$ cat src/rtl/cpu_pkg.sv
// Shared size codes, FSM states and captured request bundle
// for the load/store stage.
package cpu_pkg;

  localparam logic [1:0] SZ_B = 2'b00;
  localparam logic [1:0] SZ_H = 2'b01;
  localparam logic [1:0] SZ_W = 2'b10;

  typedef enum logic {
    IDLE,
    BUSY
  } mem_state_e;

  typedef struct packed {
    logic [1:0] lo;
    logic [1:0] size;
    logic       sext;
    logic       load;
    logic       wreg;
    logic [4:0] rn;
  } mem_req_t;

endpackage

$ cat src/rtl/mem_align.sv
// Byte-lane steering: store enables/replication and
// load-lane extraction with zero/sign extension.
module mem_align (
  input  logic [1:0]  lo,
  input  logic [1:0]  size,
  input  logic        sext,
  input  logic [31:0] sdata,
  input  logic [31:0] rdata,
  output logic [3:0]  be,
  output logic [31:0] wdata,
  output logic [31:0] ldata
);
  import cpu_pkg::*;

  logic [7:0]  byte_l;
  logic [15:0] half_l;

  assign byte_l = rdata[{lo, 3'b000} +: 8];
  assign half_l = lo[1] ? rdata[31:16] : rdata[15:0];

  always_comb begin
    be    = 4'b1111;
    wdata = sdata;
    ldata = rdata;
    unique case (size)
      SZ_B: begin
        be    = 4'b0001 << lo;
        wdata = {4{sdata[7:0]}};
        ldata = {{24{sext & byte_l[7]}}, byte_l};
      end
      SZ_H: begin
        be    = lo[1] ? 4'b1100 : 4'b0011;
        wdata = {2{sdata[15:0]}};
        ldata = {{16{sext & half_l[15]}}, half_l};
      end
      default: ;
    endcase
  end

endmodule

$ cat src/rtl/mem_stage.sv
// Load/store stage: single-outstanding req/ack data bus,
// pipeline stall while pending, registered write-back result.
module mem_stage #(
  parameter int unsigned ACK_TIMEOUT = 255
) (
  input  logic        clock,
  input  logic        resetn,
  input  logic        mvalid,
  input  logic        mrmem,
  input  logic        mwmem,
  input  logic [1:0]  msize,
  input  logic        msext,
  input  logic [31:0] maddr,
  input  logic [31:0] mdata,
  input  logic [4:0]  mrn,
  input  logic        mwreg,
  output logic        stall,
  output logic        dmem_req,
  output logic        dmem_we,
  output logic [3:0]  dmem_be,
  output logic [31:0] dmem_addr,
  output logic [31:0] dmem_wdata,
  input  logic        dmem_ack,
  input  logic [31:0] dmem_rdata,
  output logic        wvalid,
  output logic [31:0] wdata,
  output logic [4:0]  wrn,
  output logic        wwreg,
  output logic        wexc
);
  import cpu_pkg::*;

  localparam logic [15:0] CNT_LAST =
    16'(ACK_TIMEOUT - 1);

  mem_state_e  state_q, state_d;
  logic [15:0] cnt_q, cnt_d;
  mem_req_t    cap_q, cap_d;

  logic        req_q, req_d;
  logic        we_q, we_d;
  logic [3:0]  be_q, be_d;
  logic [31:0] addr_q, addr_d;
  logic [31:0] bwd_q, bwd_d;
  logic        wvalid_q, wvalid_d;
  logic [31:0] wdata_q, wdata_d;
  logic [4:0]  wrn_q, wrn_d;
  logic        wwreg_q, wwreg_d;
  logic        wexc_q, wexc_d;

  logic        busy, is_mem, misal;
  logic        accept, timeout;
  logic [1:0]  a_lo, a_size;
  logic [3:0]  a_be;
  logic [31:0] a_wdata, a_ldata;

  assign busy   = (state_q == BUSY);
  assign is_mem = mrmem | mwmem;
  assign misal  = (msize[1] & |maddr[1:0])
                | ((msize == SZ_H) & maddr[0]);
  assign accept = !busy & mvalid & is_mem & !misal;
  assign timeout = busy & (cnt_q == CNT_LAST);

  // Held in reset means nothing may be stalled upstream.
  assign stall = resetn &
    (accept | (busy & !dmem_ack & !timeout));

  assign a_lo   = busy ? cap_q.lo   : maddr[1:0];
  assign a_size = busy ? cap_q.size : msize;

  mem_align u_align (
    .lo    (a_lo),
    .size  (a_size),
    .sext  (cap_q.sext),
    .sdata (mdata),
    .rdata (dmem_rdata),
    .be    (a_be),
    .wdata (a_wdata),
    .ldata (a_ldata)
  );

  always_comb begin
    state_d  = state_q;
    cnt_d    = cnt_q;
    cap_d    = cap_q;
    req_d    = req_q;
    we_d     = we_q;
    be_d     = be_q;
    addr_d   = addr_q;
    bwd_d    = bwd_q;
    wvalid_d = 1'b0;
    wdata_d  = wdata_q;
    wrn_d    = wrn_q;
    wwreg_d  = wwreg_q;
    wexc_d   = wexc_q;
    unique case (state_q)
      IDLE: begin
        unique case (1'b1)
          !mvalid: ;
          accept: begin
            state_d    = BUSY;
            cnt_d      = '0;
            cap_d.lo   = maddr[1:0];
            cap_d.size = msize;
            cap_d.sext = msext;
            cap_d.load = mrmem;
            cap_d.wreg = mwreg;
            cap_d.rn   = mrn;
            req_d      = 1'b1;
            we_d       = mwmem;
            be_d       = a_be;
            addr_d     = {maddr[31:2], 2'b00};
            bwd_d      = a_wdata;
          end
          default: begin
            wvalid_d = 1'b1;
            wdata_d  = maddr;
            wrn_d    = mrn;
            wwreg_d  = mwreg & !is_mem;
            wexc_d   = is_mem;
          end
        endcase
      end
      BUSY: begin
        if (dmem_ack) begin
          state_d  = IDLE;
          cnt_d    = '0;
          req_d    = 1'b0;
          wvalid_d = 1'b1;
          wrn_d    = cap_q.rn;
          wexc_d   = 1'b0;
          wwreg_d  = cap_q.load & cap_q.wreg;
          wdata_d  = cap_q.load ? a_ldata
                   : {addr_q[31:2], cap_q.lo};
        end else if (timeout) begin
          state_d  = IDLE;
          cnt_d    = '0;
          req_d    = 1'b0;
          wvalid_d = 1'b1;
          wrn_d    = cap_q.rn;
          wexc_d   = 1'b1;
          wwreg_d  = 1'b0;
          wdata_d  = {addr_q[31:2], cap_q.lo};
        end else begin
          cnt_d = cnt_q + 16'd1;
        end
      end
      default: ;
    endcase
  end

  always_ff @(posedge clock or negedge resetn) begin
    if (!resetn) begin
      state_q  <= IDLE;
      cnt_q    <= '0;
      cap_q    <= '0;
      req_q    <= 1'b0;
      we_q     <= 1'b0;
      be_q     <= '0;
      addr_q   <= '0;
      bwd_q    <= '0;
      wvalid_q <= 1'b0;
      wdata_q  <= '0;
      wrn_q    <= '0;
      wwreg_q  <= 1'b0;
      wexc_q   <= 1'b0;
    end else begin
      state_q  <= state_d;
      cnt_q    <= cnt_d;
      cap_q    <= cap_d;
      req_q    <= req_d;
      we_q     <= we_d;
      be_q     <= be_d;
      addr_q   <= addr_d;
      bwd_q    <= bwd_d;
      wvalid_q <= wvalid_d;
      wdata_q  <= wdata_d;
      wrn_q    <= wrn_d;
      wwreg_q  <= wwreg_d;
      wexc_q   <= wexc_d;
    end
  end

  assign dmem_req   = req_q;
  assign dmem_we    = we_q;
  assign dmem_be    = be_q;
  assign dmem_addr  = addr_q;
  assign dmem_wdata = bwd_q;
  assign wvalid     = wvalid_q;
  assign wdata      = wdata_q;
  assign wrn        = wrn_q;
  assign wwreg      = wwreg_q;
  assign wexc       = wexc_q;

endmodule

$ cat config.mk
export PLATFORM = sky130hd
export DESIGN_NAME = mem_stage
export DESIGN_NICKNAME = d
export VERILOG_FILES = /design/src/rtl/cpu_pkg.sv /design/src/rtl/mem_align.sv /design/src/rtl/mem_stage.sv
export SDC_FILE = /design/constraint.sdc
export NUM_CORES = 1
export LEC_CHECK = 0
export ABC_AREA = 1
export ABC_CLOCK_PERIOD_IN_PS = 2500
export BUFFER_PORTS_ARGS = -buffer_cell sky130_fd_sc_hd__clkbuf_2
export CELL_PAD_IN_SITES_DETAIL_PLACEMENT = 1
export CELL_PAD_IN_SITES_GLOBAL_PLACEMENT = 1
export CORE_ASPECT_RATIO = 1.25
export CORE_UTILIZATION = 40
export DETAILED_ROUTE_END_ITERATION = 6
export GPL_ROUTABILITY_DRIVEN = 1
export PLACE_DENSITY = 0.95
export SETUP_SLACK_MARGIN = 0.1
export SLEW_MARGIN = 10
export SYNTH_ARGS = -nofsm -noshare
export SYNTH_HDL_FRONTEND = slang
export SYNTH_SLANG_ARGS = --single-unit
$ cat constraint.sdc
create_clock -name clock -period 2.5 [get_ports clock]
set_clock_uncertainty 0.05 [all_clocks]
set_input_delay 0.125 -clock clock [delete_from_list [all_inputs] [get_ports clock]]
set_output_delay 0.125 -clock clock [all_outputs]
set_load 0.005 [all_outputs]
* Word-level counts from Yosys, hierarchy flattened
Index checks and enable logic that the tools add are counted.
** Storage, ports and cells
- Bits in registers :: 137
- Input bits :: 111
- Output and inout bits :: 111
- Word-level logic and storage cells :: 95
** Operators by class
- Add/subtract/negate cells :: 1
- Eq/ne operators :: 6
- Shift-type cells :: 2
- Multiplexer cells :: 39
- Bitwise logic cells :: 17
- Reductions and logical operators :: 12
** Operator list (count)
- $pmux W32 S2 :: 3
- $mux W32 :: 4
- $mux W16 :: 4
- $pmux W16 S2 :: 1
- $shiftx A32 B6 Y8 :: 1
- $add A16 B1 Y16 const B :: 1
- $eq A16 B8 Y1 const B :: 1
- $mux W5 :: 3
- $mux W1 :: 14
- $and A1 B1 Y1 :: 13
- $pmux W1 S2 :: 5
- $pmux W5 S2 :: 1
- $pmux W4 S2 :: 1
- $logic_not A1 Y1 :: 6
- $reduce_and A2 Y1 :: 3
- $eq A2 B1 Y1 const B :: 2
- $mux W2 :: 2
- $mux W4 :: 1
- $ne A2 B2 Y1 const B :: 2
- $reduce_or A2 Y1 :: 2
- $shl A1 B2 Y4 const A :: 1
- $ne A3 B2 Y1 const B :: 1
- $or A1 B1 Y1 :: 3
- $logic_not A2 Y1 :: 1
- $not A1 Y1 :: 1

* Depth between registers and ports, before layout
- Depth after elaboration :: 8
- Gate-level depth with buffers :: 13
- Depth with buffers taken out :: 12

* Modules after synthesis
A second synthesis with hierarchy kept.
** Second synthesis, totals
- Cell total of the unflattened synthesis :: 1028
- Area total of the unflattened synthesis :: 7521.0 um^2
** By module, submodules not included
- mem_stage :: instances 1, cells an instance 801, area an instance 6439.9 um^2, sequential area each 3428.3 um^2
- mem_align :: instances 1, cells an instance 227, area an instance 1081.0 um^2, sequential area each 0.0 um^2

* Least setup slack after synthesis
No wires, ideal clock.
- Kind :: register -> register
- From :: register state_q, in the netlist busy
- To :: register wwreg_q, in the netlist wwreg
- Setup time :: 0.119 ns
- Data arrival time :: 1.463 ns
- Required time :: 2.331 ns
- Path slack :: 0.868 ns
- Stages on the path, launching flop included :: 12
- Clock period less this slack :: 1.632 ns
- Path through :: dfrtp_1 inv_2 buf_4 nand2_1 nor2_1 nand3_2 nand2_1 nand2_1 nand2_4 inv_2 buf_4 o21a_1
** On the way
- Longest elaborated chain between the ends :: 7
- Elaborated cells between the ends (all ways) :: 11
** Ends and longest elaborated chain
- from (decl) :: line mem_stage.sv:36 : mem_state_e state_q, state_d;
- from (signal assigned) :: line mem_stage.sv:168 : state_q <= state_d;
- $logic_not A1 Y1 :: line mem_stage.sv:61 : assign accept = !busy & mvalid & is_mem & !misal;
- $and A1 B1 Y1 (3 in a row) :: line mem_stage.sv:61
- $reduce_or A2 Y1 (no line)
- $ne A2 B2 Y1 (no line)
- $reduce_and A2 Y1 (no line)
- to (signal assigned) :: line mem_stage.sv:179 : wwreg_q <= wwreg_d;
- to (decl) :: line mem_stage.sv:48 : logic wwreg_q, wwreg_d;
Parallel ways exist; a longest one is shown, timed or not.
A chain may end at the register's enable or synchronous reset.

* Final worst setup path
- From :: register state_q, in the netlist busy
- To :: output port stall
** On the way
- Longest elaborated chain between the ends :: 6
- Elaborated cells between the ends (all ways) :: 10
** Ends and longest elaborated chain
- $logic_not A1 Y1 :: line mem_stage.sv:61
- $and A1 B1 Y1 (3 in a row) :: line mem_stage.sv:61
- $or A1 B1 Y1 (*) :: line mem_stage.sv:66 : (accept | (busy & !dmem_ack & !timeout));
- $and A1 B1 Y1 (*) :: line mem_stage.sv:65 : assign stall = resetn &
- to (decl) :: line mem_stage.sv:17 : output logic stall,
Every way passes the cells marked *; elsewhere a longest branch is shown, timed or not.

==> metrics.md <==
| Metric | Value |
|---|---|
| Status | completed |
| WP data required | 2.33 ns |
| Mapped Area | 7310 sq um |
| Count leader, synth | nand2_1 |
| F_max | 0.425 GHz |
| Slew Viols, Final | 0 |
| I/O pin count | 222 |
| Final Power | 8.41 mW |
| Share of layout cells above drive strength 1 | 23.1% |
| Hold Crit Class | input port to flip-flop |
| Row Count | 54 |
| Leakage | 4.95 nW |
| Area share of the largest cell type after synthesis | 46.9% |
| Ys Warns | 0 |
| Hold Crit Depth | 5 |
| Final Wtd Congestion | 0.870 |
| Vias in the first global route | 9088 |
| Seq/Total Area, Yosys | 46.9% |
| Die width | 123 um |
| Final worst-path cycle share | 94.1% |
| R2r setup slk | 0.25 ns |
| Top cells by count, synth | 271 x nand2_1, 137 x dfrtp_1, 134 x nor2_1 |
| Synth Register Bits | 137 |
| Max_slew headroom | 45.4% |
| Top post-synthesis cells by area | dfrtp_1 47%, nand2_1 14%, a21oi_1 8.9% |
| Initial antenna violation count | 5 |
| Slew @ Worst Pin | 0.818 ns |
| Via Count | 8468 |
| Sink Count | 137 |
| Die Ht | 153 um |
| Async set-reset flop share out of synthesis | 100% |
| CP endpoint kind | primary output |
| Setup WS pre-CTS | 0.169 ns |
| Max cap viols | 0 |
| Clock Latency Late Sink | 0.44 ns |
| GRT overflow | 0 |
| Final HPWL DP | 19500 um |
| Global-route usage over all layers | 34.6% |
| Clk slew on worst S/H paths | 0.06 ns |
| CTS tree | built |
| Post-synth EDFFs | 0 |
| Setup_tns | 0 ns |
| Setup-failing EPs final | 0 |
| IO buf count | 219 |
| Startpoint types | flip-flop |
| Drt pass-1 iters | 5 |
| Number of DRC markers in iteration 0 | 640 |
| Maximum fanout along the worst path | 54 |
| Post-Syn Area per Cell | 7.37 sq um |
| Final Hold Fails | 0 |
| Worst R2R End | wdata[20] |
| Hold endpoint | dmem_wdata[14] |
| DRC Markers | 0 |
| Clock root buffer | clkbuf_16 |
| DR vias/cell | 5.63 |
| NumNets Final | 1376 |
| Minimum clock period | 2.35 ns |
| Die ar. | 18800 sq um |
| Reg-to-Reg Start | busy |
| Crit path kind | flip-flop to primary output |
| Area leader, netlist | dfrtp_1 |
| Starting Density | 41.3% |
| Area grow syn2layout | 35.7% |
| Core ar. | 17700 sq um |
| DRT antenna net count | 0 |
| First-pass GRT wire length | 49700 um |
| Pin count of the biggest net entering global routing | 64 |
| Clock buffer depth | 2 |
| Peak VDD IR | 557 uV |
| Mean routed wirelength per cell | 20.9 um |
| PnR worst setup slack | 0.146 ns |
| Detailed-route wire length | 31500 um |
| H-tree depth | 4 |
| Hold_sp | mdata[14] |
| Main synth FF type | dfrtp_1 |
| Pwr per Cell Area | 847 nW/um^2 |
| RSZ-0062 raised after global routing | true |
| Number of buffers created by CTS | 17 |
| Yosys cell types | 40 |
| Arr. time, crit path | 2.18 ns |
| Synthesized instance count | 993 |
| FF-to-FF path depth | 11 |
[what timing repair did]
item	4_1_cts	5_1_grt
endpoints found under the setup margin	0	29
hold buffers	71	0
resized for setup	0	5
endpoints found under the hold margin	145	0
setup buffers	0	0
[sequential cells by signal, summed over array words and instances (netlist names), 4 cells and up]
signal and flops:
dmem_addr 30, dmem_wdata 32, wdata 32, cap_q 12, dmem_be 4, cnt_q 16
wrn 5
[worst max path at each step]
stage | to | from | cells after the start
2_1_floorplan | wwreg | busy | 11
3_3_place_gp | wdata[11] | busy | 11
3_5_place_dp | wdata[11] | busy | 11
4_1_cts | stall | mwmem | 8
5_1_grt | stall | busy | 7
6_report | stall | busy | 7
[metrics by stage]
| step | instances | hold slack (ns) | util, % | cell area, sq um |
|---|---|---|---|---|
| detailed placement | 1396 | 0.0654 | 48.4 | 8560 |
| global route | 1505 | 0.0435 | 56.1 | 9930 |
| global placement | 1396 | 0.0657 | 48.4 | 8560 |
| floorplan | 994 | -0.221 | - | 7320 |
| CTS | 1499 | 0.00974 | 55.8 | 9880 |
| finish | 1505 | 0.0247 | 56.1 | 9930 |
[layout by cell type, fill, tap and decap left out, types with 4 or more instances in the layout]
| cell type | n |
|---|---|
| clkbuf_2 | 218 |
| inv_2 | 5 |
| clkbuf_16 | 17 |
| nand3_1 | 49 |
| buf_4 | 12 |
| o21ai_0 | 80 |
| nor2_1 | 134 |
| nand2_1 | 269 |
| o31ai_1 | 10 |
| dlygate4sd3_1 | 71 |
| inv_6 | 4 |
| diode_2 | 5 |
| dfrtp_1 | 137 |
| nand4_1 | 9 |
| inv_1 | 66 |
| nand2_2 | 7 |
| clkinvlp_4 | 4 |
| nor3_1 | 5 |
| a21oi_1 | 130 |
[logic make-up (layout without fill, tap and decap cells)]
logic type,count (synthesis),count (layout),share of synthesized area (%)
AO/OA/AOI/OAI,234,234,17.0
AND/OR/NAND/NOR,486,487,27.5
other,1,7,0.0513
XOR/XNOR,2,2,0.240
buffers and inverters,131,412,8.06
adder cells (fa/ha/maj),2,2,0.342
flip-flops,137,137,46.9
[worst max-delay path: stages (launching register included)]
cell	delay (ns)
dfrtp_1	0.40
inv_2	0.07
nand2_1	0.06
nor2_1	0.18
nand3_4	0.25
buf_6	0.31
a21boi_0	0.28
clkbuf_2	0.18
[routing by layer]
layer / GRT usage (%) / wire, um / vias to the layer above / share of wire (%)
li1: - / - / 3769 / -
met4: 20.4 / 1690 / 0 / 5.3
met5: 0 / 0 / - / 0
met3: 7.24 / 1780 / 123 / 5.7
met2: 56.7 / 16000 / 408 / 51
met1: 41.4 / 12000 / 4168 / 38
[power breakdown]
| group | internal (mW) | switching [mW] | leakage (nW) |
|---|---|---|---|
| registers | 2.76 | 0.418 | 1.69 |
| logic | 0.982 | 1.57 | 2.98 |
| clock network | 1.60 | 1.07 | 0.287 |
| total | 5.35 | 3.06 | 4.95 |
[layout make-up]
cell class	instances	area [sq um]
antenna	5	12.5
clock buffer	19	443
clock inverter	13	165
fill	2271	7770
inverter	73	278
multi-input combinational	727	3330
sequential	137	3430
tap	224	280
timing repair buffer	307	1990
(Power assumes the default switching activity.)
